### src/rtl/isp_awb_pkg.sv
// Shared white-balance definitions: Bayer pattern codes, colour indices, gain format.
package isp_awb_pkg;

  typedef enum logic [1:0] {
    PAT_RGGB = 2'd0,
    PAT_GRBG = 2'd1,
    PAT_GBRG = 2'd2,
    PAT_BGGR = 2'd3
  } bayer_pat_e;

  // Colour index = pattern ^ {row[0], col[0]}
  localparam logic [1:0] CIDX_R  = 2'd0;
  localparam logic [1:0] CIDX_G0 = 2'd1;
  localparam logic [1:0] CIDX_G1 = 2'd2;
  localparam logic [1:0] CIDX_B  = 2'd3;

  localparam logic [7:0] GAIN_ONE   = 8'd128;
  localparam int         GAIN_FRAC  = 7;
  localparam int         ROUND_HALF = 64;

  typedef struct packed {
    logic [7:0] r;
    logic [7:0] g;
    logic [7:0] b;
  } gain_t;

endpackage

### src/rtl/gain_mul_sat.sv
// Stage 2: pixel * Q1.7 gain, round half up, saturate to 8 bits, one register.
module gain_mul_sat
  import isp_awb_pkg::*;
#(
  parameter int GAIN_FRAC = 7
) (
  input  logic       clk,
  input  logic       rst,
  input  logic [7:0] pix_i,
  input  logic [7:0] gain_i,
  input  logic       vld_i,
  output logic [7:0] pix_o,
  output logic       vld_o
);

  logic [15:0] prod;
  logic [16:0] rnd;
  logic [16:0] shf;
  logic [7:0]  pix_d, pix_q;
  logic        vld_q;

  // Multiply, add half an LSB, drop the fraction, clamp at 255
  always_comb begin
    prod  = 16'(pix_i) * 16'(gain_i);
    rnd   = {1'b0, prod} + 17'(ROUND_HALF);
    shf   = rnd >> GAIN_FRAC;
    pix_d = (shf > 17'd255) ? 8'hFF : shf[7:0];
  end

  // Output register; data only moves with a valid pixel
  always_ff @(posedge clk or posedge rst) begin
    if (rst) begin
      pix_q <= '0;
      vld_q <= 1'b0;
    end else begin
      vld_q <= vld_i;
      if (vld_i) pix_q <= pix_d;
    end
  end

  assign pix_o = pix_q;
  assign vld_o = vld_q;

endmodule

### src/rtl/bayer_gain_apply.sv
// White-balance gain stage: frame counters, frame-boundary gain commit, colour
// select (stage 1) feeding a multiply/round/saturate register (stage 2).
module bayer_gain_apply
  import isp_awb_pkg::*;
#(
  parameter int GAIN_FRAC = 7,
  parameter int CNT_W     = 11
) (
  input  logic             clk,
  input  logic             rst,
  input  logic             clken,
  input  logic [7:0]       din,
  input  logic [1:0]       bayer_pattern,
  input  logic [CNT_W-1:0] h_active_in,
  input  logic [CNT_W-1:0] v_active_in,
  input  logic [7:0]       r_gain_in,
  input  logic [7:0]       g_gain_in,
  input  logic [7:0]       b_gain_in,
  input  logic             gain_en,
  input  logic             bypass,
  output logic [7:0]       dout,
  output logic             dout_en,
  output logic             dout_sof,
  output logic             dout_eol,
  output logic             gain_pending
);

  logic [CNT_W-1:0] h_cnt_q, h_cnt_d, v_cnt_q, v_cnt_d;
  logic [CNT_W-1:0] h_act_q, h_act_d, v_act_q, v_act_d;
  bayer_pat_e       pat_q, pat_d;
  logic             byp_q, byp_d;
  gain_t            act_q, act_d, pend_q, pend_d, gain_in;
  logic             pend_vld_q, pend_vld_d;
  logic             fs, h_last, v_last;
  logic [1:0]       cidx;
  logic [7:0]       gsel;

  // Stage 1 pipeline registers
  logic       vld1_q, sof1_q, eol1_q;
  logic [7:0] pix1_q, gain1_q;
  // Stage 2 flag registers (data/valid live in gain_mul_sat)
  logic       sof2_q, eol2_q;

  // Frame-start commit, gain capture, colour select and counter advance.
  // The _d values of the active registers are what this pixel uses, so a
  // commit on the frame-start cycle already applies to pixel (0,0).
  always_comb begin
    gain_in    = {r_gain_in, g_gain_in, b_gain_in};
    fs         = clken && (h_cnt_q == '0) && (v_cnt_q == '0);
    h_act_d    = h_act_q;
    v_act_d    = v_act_q;
    pat_d      = pat_q;
    byp_d      = byp_q;
    act_d      = act_q;
    pend_d     = pend_q;
    pend_vld_d = pend_vld_q;
    if (gain_en) begin
      pend_d     = gain_in;
      pend_vld_d = 1'b1;
    end
    if (fs) begin
      h_act_d    = h_active_in;
      v_act_d    = v_active_in;
      pat_d      = bayer_pat_e'(bayer_pattern);
      byp_d      = bypass;
      if (gain_en)         act_d = gain_in;
      else if (pend_vld_q) act_d = pend_q;
      pend_vld_d = 1'b0;
    end

    cidx = pat_d ^ {v_cnt_q[0], h_cnt_q[0]};
    case (cidx)
      CIDX_R:  gsel = act_d.r;
      CIDX_B:  gsel = act_d.b;
      default: gsel = act_d.g;
    endcase
    if (byp_d) gsel = GAIN_ONE;

    // >= rather than == so a shrunk frame size can't strand the counters
    h_last  = h_cnt_q >= (h_act_d - CNT_W'(1));
    v_last  = v_cnt_q >= (v_act_d - CNT_W'(1));
    h_cnt_d = h_cnt_q;
    v_cnt_d = v_cnt_q;
    if (clken) begin
      if (h_last) begin
        h_cnt_d = '0;
        v_cnt_d = v_last ? '0 : v_cnt_q + CNT_W'(1);
      end else begin
        h_cnt_d = h_cnt_q + CNT_W'(1);
      end
    end
  end

  // Frame state: counters, active/pending gains, latched frame config
  always_ff @(posedge clk or posedge rst) begin
    if (rst) begin
      h_cnt_q    <= '0;
      v_cnt_q    <= '0;
      h_act_q    <= '0;
      v_act_q    <= '0;
      pat_q      <= PAT_RGGB;
      byp_q      <= 1'b0;
      act_q      <= {GAIN_ONE, GAIN_ONE, GAIN_ONE};
      pend_q     <= {GAIN_ONE, GAIN_ONE, GAIN_ONE};
      pend_vld_q <= 1'b0;
    end else begin
      h_cnt_q    <= h_cnt_d;
      v_cnt_q    <= v_cnt_d;
      h_act_q    <= h_act_d;
      v_act_q    <= v_act_d;
      pat_q      <= pat_d;
      byp_q      <= byp_d;
      act_q      <= act_d;
      pend_q     <= pend_d;
      pend_vld_q <= pend_vld_d;
    end
  end

  // Stage 1 register: pixel, selected gain and position flags
  always_ff @(posedge clk or posedge rst) begin
    if (rst) begin
      vld1_q  <= 1'b0;
      pix1_q  <= '0;
      gain1_q <= '0;
      sof1_q  <= 1'b0;
      eol1_q  <= 1'b0;
    end else begin
      vld1_q <= clken;
      if (clken) begin
        pix1_q  <= din;
        gain1_q <= gsel;
        sof1_q  <= fs;
        eol1_q  <= h_last;
      end
    end
  end

  // Stage 2 flags, qualified so they only ever pulse with dout_en
  always_ff @(posedge clk or posedge rst) begin
    if (rst) begin
      sof2_q <= 1'b0;
      eol2_q <= 1'b0;
    end else begin
      sof2_q <= vld1_q & sof1_q;
      eol2_q <= vld1_q & eol1_q;
    end
  end

  gain_mul_sat #(.GAIN_FRAC(GAIN_FRAC)) u_mul (
    .clk    (clk),
    .rst    (rst),
    .pix_i  (pix1_q),
    .gain_i (gain1_q),
    .vld_i  (vld1_q),
    .pix_o  (dout),
    .vld_o  (dout_en)
  );

  assign dout_sof     = sof2_q;
  assign dout_eol     = eol2_q;
  assign gain_pending = pend_vld_q;

endmodule

### config.mk
export PLATFORM = sky130hd
export DESIGN_NAME = bayer_gain_apply
export DESIGN_NICKNAME = d
export VERILOG_FILES = /design/src/rtl/isp_awb_pkg.sv /design/src/rtl/gain_mul_sat.sv /design/src/rtl/bayer_gain_apply.sv
export SDC_FILE = /design/constraint.sdc
export NUM_CORES = 1
export LEC_CHECK = 0
export CAP_MARGIN = 5
export CORE_ASPECT_RATIO = 1.2
export CORE_UTILIZATION = 50
export DETAILED_ROUTE_END_ITERATION = 16
export MAX_ROUTING_LAYER = met4
export PLACE_DENSITY = 0.76
export SYNTH_ARGS = -nofsm -noshare
export SYNTH_HDL_FRONTEND = slang
export SYNTH_SLANG_ARGS = --single-unit
### constraint.sdc
create_clock -name clk -period 14.99 [get_ports clk]
set_input_delay 4.497 -clock clk [delete_from_list [all_inputs] [get_ports clk]]
set_output_delay 4.497 -clock clk [all_outputs]
set_load 0.02 [all_outputs]
==> impl_metrics.tcl <==
set metrics [dict create \
    run_status "finished clean" \
    dieArea_um2 17200 \
    worst_pin_slew_ns 1.08 \
    firstDrtPassIters 4 \
    rr_worst_depth 17 \
    min_period_over_period_pct 62.8 \
    synth_top_family_by_area "adder cells" \
    coreArea_um2 16300 \
    drv_slew 0 \
    grt_remaining_overflow 0 \
    placed_cells 1068 \
    pre_cts_ws_ns 5.17 \
    power_mw 0.865 \
    avgSynthCellArea_um2 10.3 \
    rsz0062_at_grt "no" \
    num_io_pins 73 \
    cp.depth 17 \
    p_per_area_nw_per_um2 88.6 \
    worstSetupPathType "input pin to flip-flop" \
    die_x_um 120 \
    fin_skew_ns 0.0109 \
    slowest_delay_ns 0.79 \
    drc 0 \
    final_cells 1100 \
    total_leakage_power_nw 4.91 \
    synth_compound_area_share_pct 11.9 \
    setup_viol 0 \
    clock_latency_ns 0.42 \
    min_period_ns 9.41 \
    nets 1041 \
    cts.sinks 126 \
    dpl.hpwl_um 13100 \
    drt_iter0_drc 263 \
    cts_tree "built" \
    avgViaCountPerCell 5.57 \
    cp_max_fo 24 \
    timing.setup.tns_ns 0 \
    routed_wl_um 17600 \
    fp-row-count 51 \
    end_kind "flip-flop" \
    hp-class "flip-flop to flip-flop" \
    avgRoutedWirePerCell_um 16.0 \
    areaGrowthSynthToFinish_pct 17.3 \
    track_usage_pct 23.0 \
    cp_slowest_cell "nor3_4" \
    via_count 6130 \
    post-cts-setup-buffer-count 0 \
    ys.flop_type "dfrtp_1" \
    place_congestion 0.881 \
    die_h_um 143 \
    yosysUniqueCellTypes 57 \
    htreeDepth 4 \
    async_reset_ff_share_pct 100 \
    portBuffers 72 \
    ys_seq_elements 126 \
    holdPathStages 2 \
    synthCells 805 \
    yosys_warnings 0 \
    path_delay_family "simple AND/OR/NAND/NOR gates" \
    crit_path_start_kind "input pin" \
    crit_arrival_ns 9.72 \
    grt_pass1_wl_um 29800 \
    antenna_found_initial 0 \
    fillers 1352 \
    max_cap_violations 0 \
    clk_pin_slew_ns 0.06 \
    syn_nets 971 \
    cts_max_path_buffers 2 \
    grt_max_degree 72 \
    ir_drop_mv 0.0696 \
    cp_cell_sequence "clkdlybuf4s50_1, buf_4, nor4b_1, nand4_1, nor3_4, buf_4, mux2i_1, ha_1, o21ai_2, nor3_2, xnor2_1, ha_1, a21oi_1, o21ai_0, a21oi_1, nor2_1, mux2_2" \
    seq_area_frac_synth_pct 38.0 \
    ctsResizeCount 0 \
    grt_pass1_vias 6085 \
    synth_edf_count 0 \
    slew-limit-headroom_pct 28.2 \
    required_ns 15.30 \
    synth_area_um2 8320 \
    synth-simple-area-share_pct 14.8 \
    initial_utilization_pct 51.1 \
    drive_gt1_share_pct 10.9 \
    fin_ws_ns 5.58 \
    cts_made_buffers 17 \
    ctsRootBufferMaster "clkbuf_16" \
    hold_violations 0 \
    ant_nets 0 \
    postCtsHoldBufs 0 \
    synthXorXnorAreaFrac_pct 3.58 \
    antenna_cells 0 \
    fmax_mhz 106 \
    synth_fa_ha_area_share_pct 19.0 \
    cp_num_buf_inv 3 \
    synth.area.mux_share_pct 7.95 \
]
-- sequential cells by signal, indices dropped and copies added (netlist names), 2 cells and up --
| name | cells |
|---|---|
| u_mul.pix_o | 8 |
| v_cnt_q | 11 |
| gain1_q | 8 |
| h_cnt_q | 11 |
| pix1_q | 8 |
| pend_q | 24 |
| act_q | 24 |
| v_act_q | 11 |
| h_act_q | 11 |
| pat_q | 2 |
-- synthesized netlist by cell type, drive strengths merged, types with 7 or more instances --
cell | count | area, um^2
dfrtp | 120 | 3000
inv | 73 | 274
nor2 | 50 | 190
nand2 | 58 | 218
buf | 12 | 71.3
and3 | 11 | 68.8
a21oi | 39 | 195
fa | 36 | 721
clkbuf | 13 | 48.8
nand3 | 16 | 80.1
xnor2 | 21 | 184
o22a | 23 | 201
and2 | 43 | 269
o221ai | 7 | 61.3
a21boi | 7 | 52.6
ha | 69 | 863
nor4 | 9 | 71.3
nor2b | 8 | 50.1
o21ai | 25 | 133
nor3 | 16 | 111
a22oi | 7 | 52.6
mux2 | 41 | 462
xor2 | 13 | 114
a21o | 8 | 60.1
mux2i | 20 | 200
-- stage by stage --
| stage | hold WS, ns | util (%) | cell area, um^2 |
|---|---|---|---|
| 6_report | 0.468 | 60.0 | 9760 |
| 5_1_grt | 0.490 | 60.0 | 9760 |
| 4_1_cts | 0.475 | 60.0 | 9760 |
| 3_5_place_dp | 0.460 | 56.6 | 9210 |
| 3_3_place_gp | 0.455 | 56.6 | 9210 |
| 2_1_floorplan | 0.372 | - | 8320 |
-- area by class of cell --
cell class              count  area (um^2)  share of cell area (%)
clock inverters            14          109                    1.12
multi-input cells         581         4770                    48.8
flip-flops and latches    126         3160                    32.4
inverters                  73          277                    2.83
clock buffers              18          439                    4.50
repair buffers             76          746                    7.64
well taps                 212          265                    2.72
-- cells in the final DEF, fill, tap and decap left out, drive strengths merged, types with 13 or more instances in the layout --
cell type / synthesis / routed
nor2: 50 / 50
o21ai: 25 / 25
o22a: 23 / 23
clkbuf: 13 / 18
xnor2: 21 / 21
mux2: 41 / 41
ha: 69 / 69
a21oi: 39 / 39
nand2: 58 / 58
nand3: 16 / 16
nor3: 16 / 16
fa: 36 / 36
xor2: 13 / 13
inv: 73 / 79
dfrtp: 120 / 120
mux2i: 20 / 20
and2: 43 / 43
clkdlybuf4s50: 0 / 71
-- tightest hold or removal path, stage by stage (launching register included) --
cell     delay (ns)
dfrtp_1        0.32
mux2i_1        0.06
inv_1          0.06
-- power breakdown --
| group | switching [mW] | total, mW | internal (mW) |
|---|---|---|---|
| clock | 0.162 | 0.380 | 0.218 |
| sequential | 0.0241 | 0.384 | 0.360 |
| combinational | 0.0502 | 0.101 | 0.0512 |
| total | 0.236 | 0.865 | 0.629 |
-- cell families after synthesis --
| kind of cell | Yosys count |
|---|---|
| AO/OA/AOI/OAI | 146 |
| XOR/XNOR | 34 |
| adder cells (fa/ha/maj) | 105 |
| buffers and inverters | 98 |
| flip-flops | 126 |
| multiplexers | 61 |
| AND/OR/NAND/NOR | 235 |
-- metal layers --
layer	part of all wire (%)	track usage, %
met5	0	-
met4	2.3	9.08
met3	4.1	4.72
met2	52	39.9
met1	42	26.0
-- final timing paths --
kind                                  from        endpoint  slack (ns)
min in group asynchronous              rst      v_cnt_q[1]        4.56
worst max-delay path                 clken      v_cnt_q[0]        5.58
worst min-delay path            pend_q[13]      pend_q[13]        0.47
worst min register to register  pend_q[13]      pend_q[13]        0.47
max in group asynchronous              rst  u_mul.pix_o[0]        9.07
worst max register to register  v_cnt_q[0]      v_cnt_q[0]        9.71
(Power assumes the default switching activity.)
